**config.mk**
```make
export PLATFORM = sky130hd
export DESIGN_NAME = bcomp_uop_fifo
export DESIGN_NICKNAME = d
export VERILOG_FILES = /design/src/rtl/bcomp_pkg.sv /design/src/rtl/bcomp_fifo_core.sv /design/src/rtl/bcomp_uop_fifo.sv
export SDC_FILE = /design/constraint.sdc
export NUM_CORES = 1
export LEC_CHECK = 0
export CORE_MARGIN = 2
export CORE_UTILIZATION = 53
export DETAILED_ROUTE_END_ITERATION = 10
export GPL_TIMING_DRIVEN = 0
export PLACE_DENSITY = 0.75
export SLEW_MARGIN = 20
export SYNTH_ARGS = -nofsm -noshare
export SYNTH_HDL_FRONTEND = slang
export SYNTH_SLANG_ARGS = --single-unit
```
**constraint.sdc**
```tcl
create_clock -name clk -period 6.1 [get_ports clk]
set_input_delay 1.22 -clock clk [delete_from_list [all_inputs] [get_ports clk]]
set_output_delay 1.22 -clock clk [all_outputs]
set_load 0.02 [all_outputs]
```
**src/rtl/bcomp_pkg.sv**
```systemverilog
// Shared definitions for the bcomp controller and its capture stages.
package bcomp_pkg;

  localparam int unsigned UOP_W     = 39;
  localparam int unsigned GAP_W_DEF = 8;

  typedef logic [UOP_W-1:0] uop_t;

  typedef struct packed {
    uop_t                 uop;
    logic [GAP_W_DEF-1:0] gap;
  } uop_entry_t;

endpackage

```
**src/rtl/bcomp_fifo_core.sv**
```systemverilog
// Generic first-word-fall-through FIFO: storage, wrapping pointers, tracked count.
module bcomp_fifo_core #(
  parameter int unsigned DEPTH = 8,
  parameter int unsigned W     = 47
) (
  input  logic                     clk,
  input  logic                     rst,
  input  logic                     push,
  input  logic                     pop,
  input  logic [W-1:0]             wdata,
  output logic [W-1:0]             rdata,
  output logic [$clog2(DEPTH):0]   count,
  output logic                     full,
  output logic                     empty
);

  localparam int unsigned AW = $clog2(DEPTH);

  logic [W-1:0]  mem [DEPTH];
  logic [AW-1:0] wr_ptr;
  logic [AW-1:0] rd_ptr;
  logic [AW:0]   count_q;
  logic          wr;
  logic          rd;

  // Pop only when data exists; push when space exists or a pop frees a slot this cycle.
  assign rd = pop && (count_q != '0);
  assign wr = push && ((count_q != DEPTH[AW:0]) || rd);

  always_ff @(posedge clk) begin
    if (wr) mem[wr_ptr] <= wdata;
  end

  always_ff @(posedge clk or posedge rst) begin
    if (rst) begin
      wr_ptr  <= '0;
      rd_ptr  <= '0;
      count_q <= '0;
    end else begin
      if (wr) wr_ptr <= wr_ptr + 1'b1;
      if (rd) rd_ptr <= rd_ptr + 1'b1;
      case ({wr, rd})
        2'b10:   count_q <= count_q + 1'b1;
        2'b01:   count_q <= count_q - 1'b1;
        default: count_q <= count_q;
      endcase
    end
  end

  assign rdata = mem[rd_ptr];
  assign count = count_q;
  assign full  = (count_q == DEPTH[AW:0]);
  assign empty = (count_q == '0);

endmodule

```
**src/rtl/bcomp_uop_fifo.sv**
```systemverilog
// Captures non-zero bcomp micro-op vectors with an idle-gap tag into a FWFT queue.
module bcomp_uop_fifo
  import bcomp_pkg::*;
#(
  parameter int unsigned DEPTH = 8,
  parameter int unsigned GAP_W = 8
) (
  input  logic                     clk,
  input  logic                     rst,
  input  logic                     uop_en,
  input  logic [UOP_W-1:0]         uop_in,
  output logic                     out_valid,
  input  logic                     out_ready,
  output logic [UOP_W-1:0]         out_uop,
  output logic [GAP_W-1:0]         out_gap,
  output logic [$clog2(DEPTH):0]   count,
  output logic                     full,
  output logic                     empty,
  output logic                     overflow,
  input  logic                     clr_ovf
);

  localparam int unsigned EW = UOP_W + GAP_W;

  logic [GAP_W-1:0] gap_q;
  logic             capture;
  logic             idle;
  logic             pop_ok;
  logic             accepted;
  logic             dropped;
  logic [EW-1:0]    wdata;
  logic [EW-1:0]    rdata;

  assign capture  = uop_en && (uop_in != '0);
  assign idle     = uop_en && (uop_in == '0);
  assign pop_ok   = out_valid && out_ready;
  assign accepted = capture && (!full || pop_ok);
  assign dropped  = capture && !accepted;
  assign wdata    = {uop_in, gap_q};

  bcomp_fifo_core #(
    .DEPTH (DEPTH),
    .W     (EW)
  ) u_core (
    .clk   (clk),
    .rst   (rst),
    .push  (accepted),
    .pop   (pop_ok),
    .wdata (wdata),
    .rdata (rdata),
    .count (count),
    .full  (full),
    .empty (empty)
  );

  // A dropped capture ages the gap exactly like an idle cycle.
  always_ff @(posedge clk or posedge rst) begin
    if (rst) begin
      gap_q    <= '0;
      overflow <= 1'b0;
    end else begin
      if (accepted)
        gap_q <= '0;
      else if ((idle || dropped) && (gap_q != '1))
        gap_q <= gap_q + 1'b1;

      if (dropped)
        overflow <= 1'b1;
      else if (clr_ovf)
        overflow <= 1'b0;
    end
  end

  assign out_valid = !empty;
  assign out_uop   = rdata[EW-1:GAP_W];
  assign out_gap   = rdata[GAP_W-1:0];

endmodule

```
==> Yosys cells after proc, flatten, opt, wreduce, memory -nomap -nowiden <==
Memories as Yosys holds them, arrays and structs flattened.
Cells that the tools add are included.
{ "word_totals": {"reg_bits": 19, "mem_bits_rw": 376, "out_inout_bits": 55, "wordCells": 44, "memories": 1} }
{ "op_classes": {"n_addsub": 5, "eq_ne": 5, "muxes": 7, "n_reduce_logical": 21} }
{ "memory_table": {"columns": ["memory", "depth", "word_bits", "rd", "rd_ports_with_merged_regs", "write_ports", "line", "text"], "rows": [
  ["u_core.mem", 8, 47, 1, 0, 1, "bcomp_fifo_core.sv:19", "logic [W-1:0] mem [DEPTH];"]
]} }
{ "ops": {"columns": ["op", "n"], "rows": [
  ["$logic_not 39->1", 1],
  ["$reduce_bool 39->1", 1],
  ["$mux 8", 2],
  ["$add 8x1->8 const B", 1],
  ["$logic_and 1x1->1", 8],
  ["$ne 8x8->1 const B", 1],
  ["$pmux 4 s2", 1],
  ["$add 3x1->3 const B", 2],
  ["$reduce_bool 2->1", 3],
  ["$add 4x1->4 const B", 1],
  ["$eq 4x4->1 const B", 1],
  ["$logic_not 4->1", 1],
  ["$mux 1", 4],
  ["$ne 4x4->1 const B", 1],
  ["$reduce_bool 4->1", 1],
  ["$sub 4x1->4 const B", 1],
  ["$logic_not 1->1", 3],
  ["$logic_or 1x1->1", 3],
  ["$eq 2x1->1 const B", 1],
  ["$eq 2x2->1 const B", 1]
]} }

==> Logic depth before layout (Yosys ltp) <==
{ "logic_depth": {"word_depth": 11, "depth_mapped": 13, "depth_no_buf": 11} }

==> Cells and area by module <==
Synthesis repeated with hierarchy kept, for this count alone.
{ "unflattened": {"cells_unflattened": 685, "area_unflattened_um2": 15391.0} }
{ "modules_own_cells": {"columns": ["mod", "instances", "cells_each", "area_per_inst_um2", "seq_area_each_um2"], "rows": [
  ["bcomp_fifo_core", 1, 616, 14749.1, 11541.1],
  ["bcomp_uop_fifo", 1, 69, 641.9, 225.2]
]} }

==> Least setup slack after synthesis <==
No wires, ideal clock.
{ "synth_timing": {"kind": "input to register", "start": "in uop_en", "end": "mem u_core.mem[0][0] (enable)", "setup_time_ns": 0.585, "arrival_ns": 6.701, "required_time_ns": 5.515, "slack_ns": -1.185, "stages": 4, "path_cell_list": "clkbuf_1 inv_1 nor3_1 nor4b_1"} }
{ "synth_between": {"elab_chain_len": 5} }
{ "synth_lines": {"columns": ["item", "line", "text"], "rows": [
  ["from (decl)", "bcomp_uop_fifo.sv:10", "input logic uop_en,"],
  ["$logic_and 1x1->1", "bcomp_uop_fifo.sv:34", "assign capture = uop_en && (uop_in != '0);"],
  ["$logic_and 1x1->1", "bcomp_uop_fifo.sv:37", "assign accepted = capture && (!full || pop_ok);"],
  ["$logic_and 1x1->1", "bcomp_fifo_core.sv:28", "assign wr = push && ((count_q != DEPTH[AW:0]) || rd);"],
  ["$mux 1", "bcomp_fifo_core.sv:31", "if (wr) mem[wr_ptr] <= wdata;"],
  ["$mux 1 (not written as such)", "bcomp_fifo_core.sv:31", null],
  ["to (decl)", "bcomp_fifo_core.sv:19", null]
]} }
No other way between the ends.

==> Worst setup path after layout <==
{ "layout_timing": {"start": "in uop_in[1]", "end": "mem u_core.mem[3][21] (enable)"} }
{ "layout_between": {"elab_chain_len": 6} }
{ "layout_lines": {"columns": ["item", "line", "text"], "rows": [
  ["from (decl)", "bcomp_uop_fifo.sv:11", "input logic [UOP_W-1:0] uop_in,"],
  ["$reduce_bool 39->1", "bcomp_uop_fifo.sv:34", null],
  ["$logic_and 1x1->1", "bcomp_uop_fifo.sv:34", null],
  ["$logic_and 1x1->1", "bcomp_uop_fifo.sv:37", null],
  ["$logic_and 1x1->1", "bcomp_fifo_core.sv:28", null],
  ["$mux 1", "bcomp_fifo_core.sv:31", null],
  ["$mux 1 (not written as such)", "bcomp_fifo_core.sv:31", null]
]} }
No other way between the ends.

==> metrics.txt <==
drt total wl=roughly 33000 um; Placement Setup Slack=1.09 ns; vias in the first global route=8134; CP Capture Type=flop; layout cells sized above 1=0.317; count leader, synth=edfxtp_1; die area=~31000 sq um; DR vias/cell=~6; mux cell area share after synthesis=0.179; Final Cycle Share=0.749; largest net degree at the start of global routing=20; Core Area=about 29000 sq um; Top cell by count, worst path=buf_4; CTS tree=yes; hold bufs inserted after CTS=0; dpl hpwl=22000 um; Syn Area/Cell=about 23 sq um; synthesized area=15500 sq um; n_diodes=0; Root Buffer=clkbuf_16; initial antenna violation count=1; CTS Buffer Depth=3; initial drt markers=between 800 and 900; grt total ovfl=0; Synth Warn #=0; hold slack=0.533 ns; final worst path period need=4.57 ns; synthesized instance count=676; VDD IR max=0.000277 V; Routed Antenna Nets=0; Layout fillers=1837; # IOs=99; Slew Limit Fails=0; XOR/XNOR Fraction of Synth Area=0.00567; CTS Buf Count=39; top_reg_cell synth=edfxtp_1; Post-Synth Adder-Cell Area=0.00486; LEAKAGE=6.25 nW; area fraction in compound gates after synthesis=0.00745; starting density of the core=0.539; cell area after placement=roughly 17000 sq um; GRT Total Usage=0.221; Worst Hold Class=flop to flop; startpoint types=input pin; FF+latch area=11800 sq um; Synth Net Count=between 700 and 800; FF+latch count, synth=395; register area share after synthesis=0.761; Area contributors post-synth=edfxtp_1 (73%), mux4_2 (12%), mux2_2 (3.6%); row count=62; drc violations=0; slew of the pin with the lowest slew margin=between 0.8 and 0.9 ns; WP data arrival=4.85 ns; critical path class=input pin to flop; WP data required=6.38 ns; nets=937; fin cells=1299; CTS sink cnt=395; largest family of logic cells by synthesized area=multiplexers; DIE WIDTH=175 um; worst-path cell chain=clkdlybuf4s50_1 -> nor4_1 -> nand4_1 -> nor3_2 -> nor4b_2 -> buf_2 -> buf_4 -> buf_4 -> buf_4 -> buf_4; Buffers on Ports=97; Die Ht=175 um; Max Fanout on Critical Path=9; RSZ-0062 raised after global routing=false; setup violators final=0; first-pass GRT wire length=between 40000 and 50000 um; Cell Count Post-Placement=1230; Yosys top cell area share=0.730; Max-slew headroom=0.397; fin worst setup slack=1.53 ns; asr flop ratio synth=0.0481; Final Hold Fails=0; clk_skew=0.0170 ns; Critical Path Max Stage Delay=0.85 ns; status=finished, final reports clean; pwr dens=between 400 and 500 nW/um^2; design area=18700 sq um; Layout area overhead=20.7%; CP max-delay cell=nor3_2; setup bufs post-CTS=0; area leader, netlist=edfxtp_1; fin util=0.650; Yosys cell types=41; clk slew on worst S/H paths=0.06 ns; drt wl/cell=25.3 um; Synth top cells by count=edfxtp_1 (376), mux4_2 (79), mux2_2 (49); CTS H-Tree Depth=2; post_cts resized=0; Pre-antenna DRT Iters=5; gpl congestion=0.773; fmax=219 MHz; Clock Latency Late Sink=0.52 ns; Post-synth EDFFs=376; area of the multi-input gates=3470 sq um; max cap viols=0; via count=7780; Post-Synth Simple-Gate Area=0.0245
## layout by cell type, fill, tap and decap left out, drive strengths merged
| master | instances |
|---|---|
| clkinvlp | 2 |
| buf | 95 |
| o32ai | 1 |
| clkinv | 19 |
| o311ai | 2 |
| nor4b | 5 |
| o211ai | 1 |
| nor4 | 12 |
| inv | 8 |
| nor2b | 1 |
| nor2 | 9 |
| o21ai | 3 |
| mux4 | 94 |
| nand3 | 3 |
| nand2 | 9 |
| and3 | 3 |
| and4 | 2 |
| xnor2 | 4 |
| clkbuf | 54 |
| nor3b | 1 |
| ha | 6 |
| nand3b | 3 |
| dfrtp | 19 |
| and3b | 1 |
| bufinv | 3 |
| nand4 | 5 |
| clkdlybuf4s50 | 97 |
| o31a | 1 |
| xor2 | 6 |
| mux2i | 2 |
| a21oi | 4 |
| a211oi | 5 |
| or4 | 1 |
| edfxtp | 376 |
| mux2 | 50 |
| nor3 | 6 |
| and2 | 2 |
## per-layer routing
layer	up-vias	global-route usage	wire length, um
li1	3301	-	-
met1	4044	0.300	12800
met2	380	0.375	16800
met3	55	0.0385	2530
met4	0	0.0583	659
met5	-	0	0
## final cells by class
| cell class | count | area share |
|---|---|---|
| Buffer | 32 | 0.0133 |
| Clock inverter | 25 | 0.0109 |
| Clock buffer | 44 | 0.0544 |
| Multi-Input combinational cell | 242 | 0.186 |
| Timing Repair Buffer | 170 | 0.0771 |
| Tap cell | 384 | 0.0258 |
| Sequential cell | 395 | 0.631 |
| Inverter | 7 | 0.00141 |
## kinds of logic after synthesis
logic type                 Yosys count
muxes                              146
adders and majority gates            6
and+or+nand+nor                     63
AOI/OAI and AO/OA                   17
buffers and inverters               39
DFF                                395
xor gates and xnor gates            10
## sequential cells by signal (all words and copies together) (netlist names)
| signal | cells |
|---|---|
| u_core.rd_ptr | 3 |
| u_core.mem | 376 |
| overflow | 1 |
| u_core.wr_ptr | 3 |
| gap_q | 8 |
| u_core.count | 4 |
## where the power goes
part / switching (mW) / total, mW / leakage [nW] / internal [mW]
sequential: 0.122 / 3.52 / 3.65 / 3.40
combinational: 1.64 / 3.28 / 1.99 / 1.64
clock: 0.954 / 2.28 / 0.602 / 1.32
## through the flow
step / setup TNS, ns / power, mW
final: 0 / 9.08
after global routing: 0 / 9.43
after CTS: 0 / 9.15
after detailed placement: 0 / 6.87
after global placement: -2073.57 / 6.76
after floorplan: -217.31 / 5.61
## worst max-delay path: cells and delay by family
kind / cells / cell delay (ns)
buffers and inverters: 6 / 1.48
and+or+nand+nor: 4 / 2.14
## path summary, 6_finish.rpt
path / cells after the start / endpoint / start / slack, ns
max: 10 / u_core.mem[3][21] / uop_in[1] / 1.53
min: 1 / u_core.count[3] / u_core.count[3] / 0.53
max reg2reg: 8 / u_core.mem[1][14] / u_core.count[0] / 3.10
min reg2reg: 1 / u_core.count[3] / u_core.count[3] / 0.53
max in group asynchronous: 2 / gap_q[7] / rst / 4.43
min in group asynchronous: 2 / overflow / rst / 1.15
No activity file was read; power rests on OpenSTA's default activity.
